## config.mk

```make
export PLATFORM = sky130hd
export DESIGN_NAME = mips_32bits_iterative_shifter_flat
export DESIGN_NICKNAME = d
export VERILOG_FILES = /design/src/rtl/mips_32bits_iterative_shifter_if.sv /design/src/rtl/mips_32bits_iterative_shifter.sv /design/src/flat_wrapper.sv
export SDC_FILE = /design/constraint.sdc
export NUM_CORES = 1
export LEC_CHECK = 0
export ABC_CLOCK_PERIOD_IN_PS = 4800
export CAP_MARGIN = 20
export CELL_PAD_IN_SITES_DETAIL_PLACEMENT = 0
export CELL_PAD_IN_SITES_GLOBAL_PLACEMENT = 1
export CORE_ASPECT_RATIO = 1.25
export CORE_UTILIZATION = 42
export CTS_CLUSTER_SIZE = 10
export DETAILED_ROUTE_END_ITERATION = 12
export PLACE_DENSITY_LB_ADDON = 0.1
export REMOVE_ABC_BUFFERS = 1
export SETUP_SLACK_MARGIN = 0.2
export SLEW_MARGIN = 25
export SYNTH_ARGS = -nofsm -noshare
export SYNTH_HDL_FRONTEND = slang
export SYNTH_SLANG_ARGS = --single-unit
```

## constraint.sdc

```tcl
create_clock -name clk -period 4.8 [get_ports clk]
set_input_delay 0.96 -clock clk [delete_from_list [all_inputs] [get_ports clk]]
set_output_delay 0.96 -clock clk [all_outputs]
set_load 0.01 [all_outputs]
```

## src/rtl/mips_32bits_iterative_shifter_if.sv

```systemverilog
// Request/response bundle between the operand latch, the iterative shifter and the writeback mux.
// The master is the requester and consumer; the slave is the shifter.
interface mips_32bits_iterative_shifter_if;
    logic        req_valid;
    logic        req_ready;
    logic [31:0] req_data;
    logic [4:0]  req_amount;
    logic [1:0]  req_mode;
    logic        rsp_valid;
    logic        rsp_ready;
    logic [31:0] rsp_data;
    logic        busy;

    modport master (
        output req_valid, req_data, req_amount, req_mode, rsp_ready,
        input  req_ready, rsp_valid, rsp_data, busy
    );

    modport slave (
        input  req_valid, req_data, req_amount, req_mode, rsp_ready,
        output req_ready, rsp_valid, rsp_data, busy
    );
endinterface

```

## src/rtl/mips_32bits_iterative_shifter.sv

```systemverilog
// Multi-cycle shifter: moves the operand at most STEP positions per clock until the amount is used up.
// Modes: 0 logical left, 1 logical right, 2 arithmetic right, 3 rotate left.
module mips_32bits_iterative_shifter #(
    parameter int STEP  = 1,
    parameter int WIDTH = 32
) (
    input  logic                          clk,
    input  logic                          rst_n,
    mips_32bits_iterative_shifter_if.slave bus
);

    if (!(STEP == 1 || STEP == 2 || STEP == 4 || STEP == 8)) begin : g_bad_step
        $error("mips_32bits_iterative_shifter: STEP must be 1, 2, 4 or 8");
    end
    if (WIDTH != 32) begin : g_bad_width
        $error("mips_32bits_iterative_shifter: only WIDTH = 32 is supported");
    end

    typedef enum logic [1:0] {
        IDLE,
        SHIFT,
        HOLD
    } state_t;

    localparam logic [4:0] STEP_W = 5'(STEP);

    state_t           state;
    logic [WIDTH-1:0] data_q;
    logic [WIDTH-1:0] rsp_data_q;
    logic [4:0]       remaining;
    logic [1:0]       mode_q;
    logic             sign_q;
    logic             req_ready_q;
    logic             rsp_valid_q;
    logic             busy_q;

    logic [4:0]       step_k;
    logic [WIDTH-1:0] fill_mask;
    logic [WIDTH-1:0] shifted;

    assign step_k = (remaining < STEP_W) ? remaining : STEP_W;

    // Arithmetic right fills from the sign bit captured at accept, not from the evolving register.
    always_comb begin
        fill_mask = ~({WIDTH{1'b1}} >> step_k);
        shifted   = data_q;
        case (mode_q)
            2'd0:    shifted = data_q << step_k;
            2'd1:    shifted = data_q >> step_k;
            2'd2:    shifted = (data_q >> step_k) | (sign_q ? fill_mask : '0);
            default: shifted = (data_q << step_k) | (data_q >> (6'(WIDTH) - {1'b0, step_k}));
        endcase
    end

    always_ff @(posedge clk or negedge rst_n) begin
        if (!rst_n) begin
            state       <= IDLE;
            data_q      <= '0;
            rsp_data_q  <= '0;
            remaining   <= '0;
            mode_q      <= '0;
            sign_q      <= 1'b0;
            req_ready_q <= 1'b1;
            rsp_valid_q <= 1'b0;
            busy_q      <= 1'b0;
        end else begin
            case (state)
                IDLE: begin
                    if (bus.req_valid && req_ready_q) begin
                        data_q      <= bus.req_data;
                        remaining   <= bus.req_amount;
                        mode_q      <= bus.req_mode;
                        sign_q      <= bus.req_data[WIDTH-1];
                        req_ready_q <= 1'b0;
                        if (bus.req_amount == 5'd0) begin
                            state       <= HOLD;
                            rsp_data_q  <= bus.req_data;
                            rsp_valid_q <= 1'b1;
                        end else begin
                            state  <= SHIFT;
                            busy_q <= 1'b1;
                        end
                    end
                end
                SHIFT: begin
                    data_q    <= shifted;
                    remaining <= remaining - step_k;
                    if (remaining == step_k) begin
                        state       <= HOLD;
                        rsp_data_q  <= shifted;
                        rsp_valid_q <= 1'b1;
                        busy_q      <= 1'b0;
                    end
                end
                HOLD: begin
                    // The result register is left untouched so rsp_data keeps its last value.
                    if (bus.rsp_ready) begin
                        state       <= IDLE;
                        rsp_valid_q <= 1'b0;
                        req_ready_q <= 1'b1;
                    end
                end
                default: begin
                    state       <= IDLE;
                    req_ready_q <= 1'b1;
                    rsp_valid_q <= 1'b0;
                    busy_q      <= 1'b0;
                end
            endcase
        end
    end

    assign bus.req_ready = req_ready_q;
    assign bus.rsp_valid = rsp_valid_q;
    assign bus.rsp_data  = rsp_data_q;
    assign bus.busy      = busy_q;

endmodule
```

## src/flat_wrapper.sv

```systemverilog
// flat-port wrapper written by rule: the top's interface ports become plain ports
module mips_32bits_iterative_shifter_flat 
#(
    parameter int STEP  = 1,
    parameter int WIDTH = 32
)
  (clk, rst_n, bus_req_valid, bus_req_data, bus_req_amount, bus_req_mode, bus_rsp_ready, bus_req_ready, bus_rsp_valid, bus_rsp_data, bus_busy);
  mips_32bits_iterative_shifter_if bus_i ();
  input  logic clk;
  input  logic rst_n;
  input wire logic [$bits(bus_i.req_valid)-1:0] bus_req_valid;
  input wire logic [$bits(bus_i.req_data)-1:0] bus_req_data;
  input wire logic [$bits(bus_i.req_amount)-1:0] bus_req_amount;
  input wire logic [$bits(bus_i.req_mode)-1:0] bus_req_mode;
  input wire logic [$bits(bus_i.rsp_ready)-1:0] bus_rsp_ready;
  output wire logic [$bits(bus_i.req_ready)-1:0] bus_req_ready;
  output wire logic [$bits(bus_i.rsp_valid)-1:0] bus_rsp_valid;
  output wire logic [$bits(bus_i.rsp_data)-1:0] bus_rsp_data;
  output wire logic [$bits(bus_i.busy)-1:0] bus_busy;
  assign bus_i.req_valid = bus_req_valid;
  assign bus_i.req_data = bus_req_data;
  assign bus_i.req_amount = bus_req_amount;
  assign bus_i.req_mode = bus_req_mode;
  assign bus_i.rsp_ready = bus_rsp_ready;
  assign bus_req_ready = bus_i.req_ready;
  assign bus_rsp_valid = bus_i.rsp_valid;
  assign bus_rsp_data = bus_i.rsp_data;
  assign bus_busy = bus_i.busy;
  mips_32bits_iterative_shifter #(.STEP(STEP), .WIDTH(WIDTH)) u_core (.clk(clk), .rst_n(rst_n), .bus(bus_i));
endmodule
```

# ---- Yosys cells after proc, flatten, opt, wreduce, memory -nomap -nowiden
# Cells that the tools add are included.
# W data, S select, Z words.
dict set report totals {
  mem_bits_ro 0
  mem_count 0
  regBits 77
  output_inout_bits 35
  latch_bits 0
  input_bits 43
  wordCells 71
  ramBits 0
}
dict set report classes {
  div 0
  add_sub_neg 2
  multipliers 0
  mux 28
  shift 4
  magnitude_cmp 1
  eq_ne 10
  reduce_logical 12
  n_bitwise 5
}
# op count
set op_table {}
lappend op_table {{$mux W32} 5}
lappend op_table {{$pmux W32 S2} 2}
lappend op_table {{$pmux W32 S3} 1}
lappend op_table {{$or A32 B32 Y32} 2}
lappend op_table {{$not A32 Y32} 1}
lappend op_table {{$shl A32 B5 Y32} 1}
lappend op_table {{$shr A32 B5 Y32} 1}
lappend op_table {{$shr A32 B5 Y32 const A} 1}
lappend op_table {{$shr A32 B6 Y32} 1}
lappend op_table {{$reduce_and A4 Y1} 3}
lappend op_table {{$mux W5} 2}
lappend op_table {{$pmux W5 S2} 1}
lappend op_table {{$mux W1} 9}
lappend op_table {{$pmux W1 S3} 3}
lappend op_table {{$mux W2} 4}
lappend op_table {{$ne A2 B1 Y1 const B} 3}
lappend op_table {{$pmux W2 S3} 1}
lappend op_table {{$reduce_and A3 Y1} 2}
lappend op_table {{$sub A6 B5 Y6 const A} 1}
lappend op_table {{$eq A5 B5 Y1} 1}
lappend op_table {{$logic_not A5 Y1} 1}
lappend op_table {{$lt A5 B1 Y1 const B} 1}
lappend op_table {{$sub A5 B5 Y5} 1}
lappend op_table {{$eq A2 B1 Y1 const B} 2}
lappend op_table {{other kinds (7)} 12}

# ---- Longest topological paths before layout
# Gate-level depths: netlist of the first run.
dict set report logic_depth {
  depth_word 9
  mapped_depth 19
  ltp_nobuf 12
}

# ---- Worst setup path after synthesis of the first run
# No wires, ideal clock.
dict set report synth_timing {
  path_type {register to register}
  start {register u_core.remaining[3]}
  end {register u_core.data_q[7]}
  t_arrival_ps 3754
  path_buffers 7
  t_required_ps 4666
  setup_ps 134
  path_stages_with_launch 18
  synth_period_minus_slack_ps 3888
  slack_ps 912
  cell_sequence {dfrtp_1 -> or4_1 -> buf_4 -> nand2b_4 -> buf_6 -> clkinv_4 -> buf_12 -> buf_6 -> buf_2 -> ha_1 -> clkbuf_1 -> inv_1 -> ha_1 -> inv_1 -> buf_2 -> mux2_2 -> a211oi_1 -> o21ai_0}
}
dict set report synth_between {
  elab_chain_cells 8
  word_cells_on_any_way 13
  cone_classes {1 x add/sub; 1 x order compare; 4 x shift; 4 x mux; 3 x bitwise}
}
# element line
set synth_lines {}
lappend synth_lines {{start, declared} mips_32bits_iterative_shifter.sv:30} ;# logic [4:0] remaining;
lappend synth_lines {{start signal, assigned} mips_32bits_iterative_shifter.sv:71} ;# remaining <= bus.req_amount;
lappend synth_lines {{start signal, assigned} mips_32bits_iterative_shifter.sv:87} ;# remaining <= remaining - step_k;
lappend synth_lines {{$lt A5 B1 Y1} mips_32bits_iterative_shifter.sv:41} ;# assign step_k = (remaining < STEP_W) ? remaining : STEP_W;
lappend synth_lines {{$mux W5 (*)} mips_32bits_iterative_shifter.sv:41}
lappend synth_lines {{parallel branches: the longest is 4 deep, another holds $sub A6 B5 Y6} n/a}
lappend synth_lines {{$pmux W32 S3 (*)} mips_32bits_iterative_shifter.sv:47} ;# case (mode_q)
lappend synth_lines {{$pmux W32 S2 (*)} mips_32bits_iterative_shifter.sv:67} ;# case (state)
lappend synth_lines {{end signal, assigned} mips_32bits_iterative_shifter.sv:70} ;# data_q <= bus.req_data;
lappend synth_lines {{end signal, assigned} mips_32bits_iterative_shifter.sv:86} ;# data_q <= shifted;
lappend synth_lines {{end, declared} mips_32bits_iterative_shifter.sv:28} ;# logic [WIDTH-1:0] data_q;
# Every way passes the cells marked *.
# A chain may end at the register's enable or synchronous reset.

# ---- Final worst setup path of the first run
dict set report layout_timing {
  start {register u_core.remaining[3]}
  end {register u_core.rsp_data_q[8], in the netlist u_core.bus.rsp_data[8]}
}
dict set report layout_between {
  elab_chain_cells 9
  word_cells_on_any_way 17
  cone_classes {1 x add/sub; 1 x order compare; 2 x eq/ne; 4 x shift; 5 x mux; 3 x bitwise; 1 x reduce/logical}
}
# element line
set layout_lines {}
lappend layout_lines {{parallel branches: the longest is 9 deep, another holds $sub A6 B5 Y6} n/a}
lappend layout_lines {{end signal, assigned} mips_32bits_iterative_shifter.sv:77} ;# rsp_data_q <= bus.req_data;
lappend layout_lines {{end signal, assigned} mips_32bits_iterative_shifter.sv:90} ;# rsp_data_q <= shifted;
lappend layout_lines {{end, declared} mips_32bits_iterative_shifter.sv:29} ;# logic [WIDTH-1:0] rsp_data_q;
# Several ways; the timed one is not identified. The select of a mux whose other input is x is not followed.

==> results of run 1 <==
## layout by cell type (no fill, tap or decap), types with 4 or more instances in the layout
master and count:
a2111oi_0 5, a211oi_1 12, a21oi_1 61, a22oi_1 5, a311oi_1 7, a31oi_1 17, and2_1 4, and3_1 5
buf_4 14, clkbuf_16 9, clkdlybuf4s50_1 76, conb_1 4, dfrtp_1 76, ha_1 4, inv_1 8, mux2_2 21
mux2i_1 12, mux4_1 5, mux4_2 15, nand2_1 113, nand3_1 8, nor2_1 62, nor3_1 9, o211ai_1 5
o21ai_0 31, o221ai_1 5, o22ai_1 6, o31ai_1 8, or3_1 9
## registers in the layout, summed over array words and instances (netlist names)
name and cells:
u_core.bus.busy 1, u_core.bus.req_ready 1, u_core.bus.rsp_data 32, u_core.bus.rsp_valid 1, u_core.data_q 32, u_core.mode_q 2, u_core.remaining 5, u_core.sign_q 1
u_core.state 2
## metrics by stage
stage | utilization | area (µm²)
finish | 0.525 | 6620
global route | 0.525 | 6620
CTS | 0.525 | 6610
detailed placement | 0.497 | 6270
global placement | 0.497 | 6270
floorplan | - | 5150
## report_power, final
part           leakage (nW)   total, W  switching [W]  internal, W
clock                 0.166   0.000804       0.000294     0.000511
sequential             1.01   0.000655     0.00000435     0.000651
combinational          1.49  0.0000987      0.0000460    0.0000526
total                  2.67    0.00156       0.000344      0.00121
## final cells by class
cell class                 instances  share of cell area
multi-input combinational        488               0.486
timing repair buffer              91               0.133
sequential                        77               0.291
clock inverter                     7              0.0182
tap                              168              0.0318
inverter                           9             0.00586
clock buffer                       9              0.0340
## worst min-delay path, stage by stage (launching register included)
cell and delay, ps:
dfrtp_1 340, nand2_1 50, o31ai_1 50
## routing by layer
layer	track usage	vias to the layer above	wire length (µm)
met3	0.0522	32	833
met2	0.462	168	8650
met4	0.127	0	554
li1	-	2413	-
met1	0.345	2540	7590
met5	0	-	0
## logic make-up (layout without fill, tap and decap cells)
| logic type | after synthesis | count (layout) | share of synthesized area |
|---|---|---|---|
| AO/OA/AOI/OAI | 193 | 193 | 0.232 |
| adder cells (fa/ha/maj) | 5 | 5 | 0.0116 |
| multiplexers | 53 | 53 | 0.153 |
| AND/OR/NAND/NOR | 231 | 231 | 0.186 |
| other | 2 | 4 | 0.00139 |
| flip-flops | 77 | 77 | 0.356 |
| XOR/XNOR | 2 | 2 | 0.00324 |
| buffers and inverters | 64 | 116 | 0.0571 |
## final timing paths
path                                      endpoint  slack, ps
min in group asynchronous   u_core.bus.rsp_data[4]        640
min                        u_core.bus.rsp_data[13]        470
max reg2reg                 u_core.bus.rsp_data[8]        660
max in group asynchronous  u_core.bus.rsp_data[21]       3670
max                         u_core.bus.rsp_data[8]        660
min reg2reg                u_core.bus.rsp_data[13]        470
==> Flow_metrics.wiki, run 1 <==
{| class="wikitable"
! Metric !! Value
|-
| Number of inserted filler cells in the final layout || 1204
|-
| Final setup violating endpoints || 0
|-
| Crit path buf inv count || 4
|-
| CTS H-tree lvls || 3
|-
| Cell count of the worst reg-to-reg path || 11
|-
| Overall power after layout || 0.00156 W
|-
| Unrepaired setup endpoints after global routing || false
|-
| Most area-consuming cells after synthesis || dfrtp_1 (35%), nand2_1 (7.8%), mux4_2 (6.2%)
|-
| ANT nets after route || 0
|-
| Fin Hold WS || 474 ps
|-
| Resized cells post-CTS || 0
|-
| Post-detailed-route DRC marker count || 0
|-
| Kind of cell adding the most delay to the critical path || simple AND/OR/NAND/NOR gates
|-
| Pin count of the biggest net entering global routing || 78
|-
| Setup TNS || 0 ps
|-
| Leading cell types by count after synthesis || nand2_1 (113), dfrtp_1 (76), nor2_1 (62)
|-
| Net count reported at finish || 724
|-
| Max Clk Rate || 241 MHz
|-
| Sequential share of the synthesized area || 0.356
|-
| Skew final || 10.6 ps
|-
| CTS tree || yes
|-
| Antenna violations before repair || 0
|-
| Startpoint of the most critical register-to-register path || u_core.remaining[3]
|-
| Run status || finished, final reports clean
|-
| Crit share post-route || 0.863
|-
| Clock-pin transition on the worst setup and hold timing paths || approximately 60 ps
|-
| Vertical extent of the die || 129 µm
|-
| DIE AREA || roughly 13000 µm²
|-
| Total detailed-routing wirelength || approximately 18000 µm
|-
| Distinct cell type count after synthesis || about 70
|-
| Maximum Capacitance Violations || 0
|-
| Multi-input gate area || 3220 µm²
|-
| Per-instance average area after synthesis || 8.63 µm²
|-
| Sequential cell area || 1930 µm²
|-
| Remaining global-route overflow || 0
|-
| Final weighted congestion in routability-driven placement || 0.908
|-
| Drt pass-1 iters || 5
|-
| Core ar. || 12600 µm²
|-
| Number of ports placed on the die boundary || 78
|-
| Post-synthesis cell count || roughly 630
|-
| Syn. warnings || 0
|-
| Worst IR Drop VDD || ~200 µV
|-
| # rows || 46
|-
| Cell depth of the worst setup path || 11
|-
| DP Cell Count || 833
|-
| Number of clock buffers inserted by TritonCTS || 9
|-
| Pwr dens || 235 nW/µm²
|-
| Launch instance of the worst min-delay path || u_core.bus.rsp_data[13]
|-
| WL per Instance || 20.8 µm
|-
| CTS Hold Buffers Added || 0
|-
| Maximum fanout count along the critical path || 32
|-
| Post-route worst setup slack || around 660 ps
|-
| Post-CTS setup buffer count || 0
|-
| Cell area after technology mapping || 5410 µm²
|-
| Root buffer cell || clkbuf_16
|-
| Crit end category || register
|-
| Clock Sink Count || 77
|-
| Final slew viol count || 0
|-
| First-iteration detailed-routing DRC count || ~380
|-
| Horizontal die dimension || 104 µm
|-
| Effective utilization at floorplan || 0.429
|-
| Share of the synthesized area in the top cell type || 0.351
|-
| First-pass GRT wire length || 28300 µm
|-
| Async SR Flop Fraction || 1.00
|-
| Pre-CTS setup slack || around 710 ps
|-
| Number of enable-type register cells in the synthesized netlist || 0
|-
| Cell with the most instances after synthesis || nand2_1
|-
| Worst path arrival time || 4360 ps
|-
| Buffer depth of the longest clock path || 2
|-
| Share of layout cells above drive strength 1 || 0.119
|-
| Count of non-filler cells in the finished layout || 849
|-
| Clock insertion delay at the later pin of the skew report || 350 ps
|-
| Antenna diode instance count || 0
|-
| #FFs+latches synth || 77
|-
| Transition time of the tightest slew-check pin || 830 ps
|-
| Number of buffers inserted by port buffering || 77
|-
| Total count of hold-check failures in the final report || 0
|-
| Startpoint of the most critical setup path || u_core.remaining[3]
|-
| Synth-to-layout area growth || 22.3%
|-
| Leakage power || 2.67 nW
|-
| Worst path max stage delay || 720 ps
|-
| Critical-path cell list || or4_1 -> nand2b_4 -> clkinv_4 -> ha_1 -> inv_1 -> ha_1 -> inv_1 -> buf_4 -> mux2_2 -> a2111oi_0 -> nor3_1
|-
| Data required time of the worst path || around 5000 ps
|-
| Vias in the first global route || 5100
|-
| Worst Path Class, Setup || reg2reg
|-
| Total routing resource utilization after global routing || 0.275
|-
| Cell accounting for the most synthesized area || dfrtp_1
|-
| Minimum clock period after layout || around 4100 ps
|-
| DP HPWL || ~12000 µm
|-
| DR vias || 5153
|-
| Critical path startpoint category || register
|-
| Main flop type after synthesis || dfrtp_1
|-
| Detail-routed via count per cell || 6.07
|-
| Slowest library cell on the worst path || or4_1
|-
| Kind of path behind the tightest hold check || reg2reg
|-
| Relative max-transition margin || 0.447
|-
| Cell count of the worst hold path || 2
|}
(Power assumes the default switching activity.)
==> run 2, diff against run 1 <==
Settings changed: CORE_MARGIN set to 10, TNS_END_PERCENT set to 20.
==> Flow_metrics.wiki, run 2 (synthesis gave the netlist of run 1 again) <==
{| class="wikitable"
! Metric !! Value
|-
| Cell with the most instances on the worst path || mux2_2
|-
| Buffer depth of the longest clock path || 2 (unchanged)
|-
| Max Clk Rate || 262 MHz (+8.6%)
|-
| Total detailed-routing wirelength || 18700 µm (+6.0%)
|-
| Startpoint of the most critical register-to-register path || u_core.remaining[3]
|-
| Number of ports placed on the die boundary || 78 (unchanged)
|-
| Worst path arrival time || 4020 ps (-340 ps)
|-
| DR vias || 5203 (+0.97%)
|-
| Routed length on met2 || 9240 µm (+6.9%)
|-
| Final slew viol count || 0 (unchanged)
|-
| Worst IR Drop VDD || 141 µV (-30%)
|-
| Top Layer Used || met4
|-
| First-pass GRT wire length || 30300 µm (+6.9%)
|-
| Horizontal die dimension || 122 µm (+17%)
|-
| Metal3 WL || 1160 µm (+39%)
|-
| CTS tree || yes
|-
| Unrepaired setup endpoints after global routing || false
|-
| Routed metal-1 wire length || 7740 µm (+2.0%)
|-
| Number of inserted filler cells in the final layout || 1199 (-0.42%)
|-
| Design Area, Final || 6590 µm² (-0.36%)
|-
| Leading cell types in the layout, fill and taps excluded || nand2_1 (113), clkdlybuf4s50_1 (76), dfrtp_1 (76)
|-
| Synth-to-layout area growth || 21.8%
|-
| Maximum fanout count along the critical path || 28 (-13%)
|-
| Critical path startpoint category || register
|-
| Most common cell after layout, fill and taps aside || nand2_1
|-
| Core ar. || 12700 µm² (+0.46%)
|-
| Maximum Capacitance Violations || 0 (unchanged)
|-
| Post-layout utilization of the core || 0.521 (-0.00426)
|-
| CTS H-tree lvls || 3 (unchanged)
|-
| Run status || finished, final reports clean
|-
| Slowest library cell on the worst path || ha_1
|-
| Final setup violating endpoints || 0 (unchanged)
|-
| Antenna diode instance count || 0 (unchanged)
|-
| # rows || 46 (unchanged)
|-
| Setup TNS || 0 ps (unchanged)
|-
| CTS Hold Buffers Added || 0 (unchanged)
|-
| Pwr dens || 221 nW/µm² (-6.0%)
|-
| Total routing resource utilization after global routing || 0.212 (-0.0632)
|-
| Crit share post-route || 0.795 (-0.0680)
|-
| Worst path max stage delay || 780 ps (+60 ps)
|-
| Effective utilization at floorplan || 0.427 (-0.00195)
|-
| Data required time of the worst path || 5000 ps (-20 ps)
|-
| Net count reported at finish || 727 (+0.41%)
|-
| Drt pass-1 iters || 5 (unchanged)
|-
| Vias in the first global route || 5281 (+3.5%)
|-
| Root buffer cell || clkbuf_16
|-
| Pin count of the biggest net entering global routing || 78 (unchanged)
|-
| DP HPWL || 13200 µm (+10%)
|-
| WL per Instance || 21.9 µm (+5.6%)
|-
| Post-detailed-route DRC marker count || 0 (unchanged)
|-
| Startpoint of the most critical setup path || u_core.remaining[3]
|-
| Share of layout cells above drive strength 1 || 0.121 (+0.00240)
|-
| Antenna violations before repair || 1 (+1)
|-
| Minimum clock period after layout || 3820 ps (-326 ps)
|-
| Clock insertion delay at the later pin of the skew report || 350 ps (about the same)
|-
| Placed instance area || 6290 µm² (+0.36%)
|-
| Post-CTS setup buffer count || 0 (unchanged)
|-
| Transition time of the tightest slew-check pin || 1050 ps (+217 ps)
|-
| Remaining global-route overflow || 0 (unchanged)
|-
| Number of clock buffers inserted by TritonCTS || 9 (unchanged)
|-
| Kind of path behind the tightest hold check || reg2reg
|-
| Relative max-transition margin || 0.302 (-0.144)
|-
| Critical-path cell list || or4_1 -> nand2b_4 -> ha_1 -> mux2_2 -> mux2_2 -> nor4bb_1 -> a211oi_1 -> o21ai_0
|-
| First-iteration detailed-routing DRC count || 392 (+2.1%)
|-
| Detail-routed via count per cell || 6.11 (+0.61%)
|-
| ANT nets after route || 0 (unchanged)
|-
| Launch instance of the worst min-delay path || u_core.bus.rsp_data[19]
|-
| DIE AREA || 17900 µm² (+34%)
|-
| Worst Path Class, Setup || reg2reg
|-
| Crit end category || register
|-
| Skew final || 8.47 ps (-2.15 ps)
|-
| Clock-pin transition on the worst setup and hold timing paths || 60 ps (about the same)
|-
| Clock Sink Count || 77 (unchanged)
|-
| Final weighted congestion in routability-driven placement || 0.937 (+3.2%)
|-
| Total count of hold-check failures in the final report || 0 (unchanged)
|-
| Number of buffers inserted by port buffering || 77 (unchanged)
|-
| Leakage power || 2.67 nW (about the same)
|-
| Vertical extent of the die || 147 µm (+14%)
|-
| Resized cells post-CTS || 0 (unchanged)
|}
run 2: cell types whose count changed in the layout (fill, tap and decap cells not counted), sizes merged:
| cell | before | now |
|---|---|---|
| inv | 10 | 8 |
| clkinv | 2 | 6 |
| bufinv | 3 | 1 |
| clkinvlp | 1 | 0 |
| buf | 15 | 18 |
| clkbuf | 9 | 10 |
run 2: worst max-delay path, delay by kind of cell, from the launching register on:
kind	cells	cell delay (ps)
DFF	1	420
AOI/OAI and AO/OA	2	500
muxes	2	770
adders and majority gates	1	780
and+or+nand+nor	3	1190
run 2: layer usage:
layer  vias up  track usage
li1       2421            -
met1      2564        0.273
met2       182        0.341
met3        36       0.0433
met4         0       0.0759
met5         -            0
run 2: path summary, 6_finish.rpt:
kind                                            to  slack, ps  depth (start not counted)
min in group asynchronous   u_core.bus.rsp_data[5]        630                          1
setup / recovery                  u_core.data_q[5]        980                          8
setup reg to reg                  u_core.data_q[5]        980                          8
max in group asynchronous         u_core.data_q[8]       3620                          1
hold reg to reg            u_core.bus.rsp_data[19]        480                          2
hold / removal             u_core.bus.rsp_data[19]        480                          2
run 2: power breakdown:
part / total [W] / leakage (nW) / switching [W] / internal (W)
clock network: 0.000704 / 0.152 / 0.000288 / 0.000416
registers: 0.000655 / 1.01 / 0.00000477 / 0.000651
logic: 0.0000990 / 1.51 / 0.0000462 / 0.0000527
run 2: layout make-up:
class | count | area, µm² | area share
inverters | 9 | 38.8 | 0.00588
flip-flops and latches | 77 | 1930 | 0.292
repair buffers | 94 | 900 | 0.136
clock inverters | 6 | 62.6 | 0.00949
well taps | 168 | 210 | 0.0319
clock buffers | 10 | 239 | 0.0362
multi-input cells | 488 | 3220 | 0.488
run 2: stage by stage:
stage          instances  total power [W]  setup slack, ps  hold slack (ps)
2_1_floorplan        574         0.000701              829              492
3_3_place_gp         836         0.000765             1080              460
3_5_place_dp         836         0.000766              983              465
4_1_cts              852          0.00148              961              479
5_1_grt              852          0.00151              755              520
6_report             852          0.00146              985              475
==> run 3, diff against run 2 <==
Settings changed: ABC_CLOCK_PERIOD_IN_PS 4800 to 3270, CORE_UTILIZATION 42 to 38.
Clock period 4.8 ns to 3.27 ns, I/O delays scaled along.
==> Flow_metrics.wiki, run 3 (synthesis gave the netlist of run 1 again) <==
{| class="wikitable"
! Metric !! Value
|-
| Slowest library cell on the worst path || or4_4
|-
| Run status || finished, final reports clean
|-
| Critical path startpoint category || register
|-
| Leakage power || 2.76 nW (+3.4%)
|-
| Count of non-filler cells in the finished layout || 875 (+2.7%)
|-
| Post-detailed-route DRC marker count || 0 (unchanged)
|-
| Clock-pin transition on the worst setup and hold timing paths || 60 ps (about the same)
|-
| Overall power after layout || 0.00225 W (+54%)
|-
| Buffer depth of the longest clock path || 2 (unchanged)
|-
| Met1 usage in global routing || 0.234 (-0.0390)
|-
| Kind of cell adding the most delay to the critical path || compound AO/OA/AOI/OAI gates
|-
| Maximum Capacitance Violations || 0 (unchanged)
|-
| Kind of path behind the tightest hold check || in2async
|-
| Vertical extent of the die || 153 µm (+4.4%)
|-
| Unrepaired setup endpoints after global routing || true
|-
| Pin count of the biggest net entering global routing || 78 (unchanged)
|-
| Detail-routed via count per cell || 6.00 (-1.7%)
|-
| Core ar. || 13900 µm² (+9.6%)
|-
| Number of ports placed on the die boundary || 78 (unchanged)
|-
| CTS H-tree lvls || 3 (unchanged)
|-
| # rows || 48 (+4.3%)
|-
| WL per Instance || 21.5 µm (-2.0%)
|-
| Crit share post-route || 0.915 (+0.120)
|-
| Antenna diode instance count || 0 (unchanged)
|-
| Root buffer cell || clkbuf_16
|-
| CTS tree || yes
|-
| Relative max-transition margin || 0.480 (+0.178)
|-
| First-iteration detailed-routing DRC count || 404 (+3.1%)
|-
| Clock Sink Count || 77 (unchanged)
|-
| Net count reported at finish || 743 (+2.2%)
|-
| Transition time of the tightest slew-check pin || 780 ps (-267 ps)
|-
| Synth-to-layout area growth || 26.9%
|-
| Final setup violating endpoints || 0 (unchanged)
|-
| Cell with the most instances on the worst path || buf_4
|-
| Total routing resource utilization after global routing || 0.189 (-0.0228)
|-
| DP Cell Count || 856 (+2.4%)
|-
| Worst path max stage delay || 530 ps (-250 ps)
|-
| Number of clock buffers inserted by TritonCTS || 9 (unchanged)
|-
| Minimum clock period after layout || 2990 ps (-824 ps)
|-
| Global routing usage on met2 || 0.318 (-0.0232)
|-
| Busiest metal layer after global routing || met2
|-
| Max Clk Rate || 334 MHz (+28%)
|-
| Maximum fanout count along the critical path || 18 (-36%)
|-
| Worst IR Drop VDD || 245 µV (+74%)
|-
| DR vias || 5252 (+0.94%)
|-
| Skew final || 9.86 ps (+1.39 ps)
|-
| Met3 usage in global routing || 0.0329 (-0.0105)
|-
| First-pass GRT wire length || 29700 µm (-1.9%)
|-
| Most common cell after layout, fill and taps aside || nand2_1
|-
| Effective utilization at floorplan || 0.390 (-0.0373)
|-
| Design Area, Final || 6870 µm² (+4.2%)
|-
| Pwr dens || 328 nW/µm² (+48%)
|-
| Final slew viol count || 0 (unchanged)
|-
| Worst Path Class, Setup || reg2reg
|-
| Final weighted congestion in routability-driven placement || 0.956 (+2.0%)
|-
| DIE AREA || 19400 µm² (+8.9%)
|-
| ANT nets after route || 0 (unchanged)
|-
| Vias in the first global route || 5226 (-1.0%)
|-
| Crit path buf inv count || 2 (+2)
|-
| Antenna violations before repair || 0 (-1)
|-
| Clock insertion delay at the later pin of the skew report || 360 ps (about the same)
|-
| Remaining global-route overflow || 0 (unchanged)
|-
| Total count of hold-check failures in the final report || 0 (unchanged)
|-
| Placed instance area || 6400 µm² (+1.7%)
|-
| DP HPWL || 13300 µm (+0.41%)
|-
| Total detailed-routing wirelength || 18800 µm (+0.62%)
|-
| Drt pass-1 iters || 5 (unchanged)
|-
| Share of layout cells above drive strength 1 || 0.169 (+0.0472)
|-
| Critical-path cell list || or4_4 -> nand2b_4 -> buf_4 -> ha_4 -> buf_4 -> mux4_2 -> a22o_1 -> a21oi_1 -> o31ai_1
|-
| Leading cell types in the layout, fill and taps excluded || nand2_1 (113), clkdlybuf4s50_1 (76), dfrtp_1 (76)
|-
| Number of buffers inserted by port buffering || 77 (unchanged)
|-
| Crit end category || register
|-
| Horizontal die dimension || 127 µm (+4.3%)
|-
| CTS Hold Buffers Added || 0 (unchanged)
|-
| Worst path arrival time || 3210 ps (-810 ps)
|-
| Data required time of the worst path || 3490 ps (-1510 ps)
|}
[run 3: cell types whose count changed in the layout (fill, tap and decap cells not counted), moves of 3 or more]
cell	change
clkinv_2	-3
a2111oi_0	-3
clkinv_4	-3
ha_1	-3
buf_4	+14
[run 3: stage by stage]
step                setup slack (ps)   util  setup TNS, ps  hold slack [ps]
detailed placement              33.8  0.461              0              465
finish                           279  0.495              0              290
CTS                              178  0.490              0              479
global placement                54.3  0.461              0              461
floorplan                       -701      -         -20750              358
global route                     132  0.495              0              394
[run 3: layout make-up]
cell class	instances	area [µm²]
Tap cell	175	219
Sequential cell	77	1930
Clock inverter	6	92.6
Timing Repair Buffer	110	1040
Inverter	9	46.3
Clock buffer	10	239
Fill cell	1332	7000
Multi-Input combinational cell	488	3310
[run 3: worst paths after layout]
check / from / end / slack [ps] / cells past startpoint
worst min register to register: u_core.bus.rsp_data[11] / u_core.bus.rsp_data[11] / 480 / 2
min in group clk: u_core.bus.rsp_data[11] / u_core.bus.rsp_data[11] / 480 / 2
max in group asynchronous: rst_n / u_core.bus.busy / 2380 / 1
worst max register to register: u_core.remaining[4] / u_core.data_q[3] / 280 / 9
worst max-delay path: u_core.remaining[4] / u_core.data_q[3] / 280 / 9
worst min-delay path: rst_n / u_core.data_q[4] / 290 / 1
[run 3: layer usage]
| layer | routed length [µm] | vias up |
|---|---|---|
| met3 | 905 | 25 |
| met5 | 0 | - |
| met2 | 9270 | 159 |
| met4 | 344 | 0 |
| met1 | 8260 | 2615 |
| li1 | - | 2453 |
[run 3: what timing repair did]
| action | CTS | global route |
|---|---|---|
| buffers inserted | 0 | 3 |
| resized for setup | 16 | 11 |
| pin swaps | 1 | 4 |
| endpoints found under the setup margin | 39 | 37 |
[run 3: report_power, final]
group          internal, W  switching, W  total, W
sequential        0.000955    0.00000615  0.000961
clock             0.000694      0.000439   0.00113
combinational    0.0000827     0.0000741  0.000157
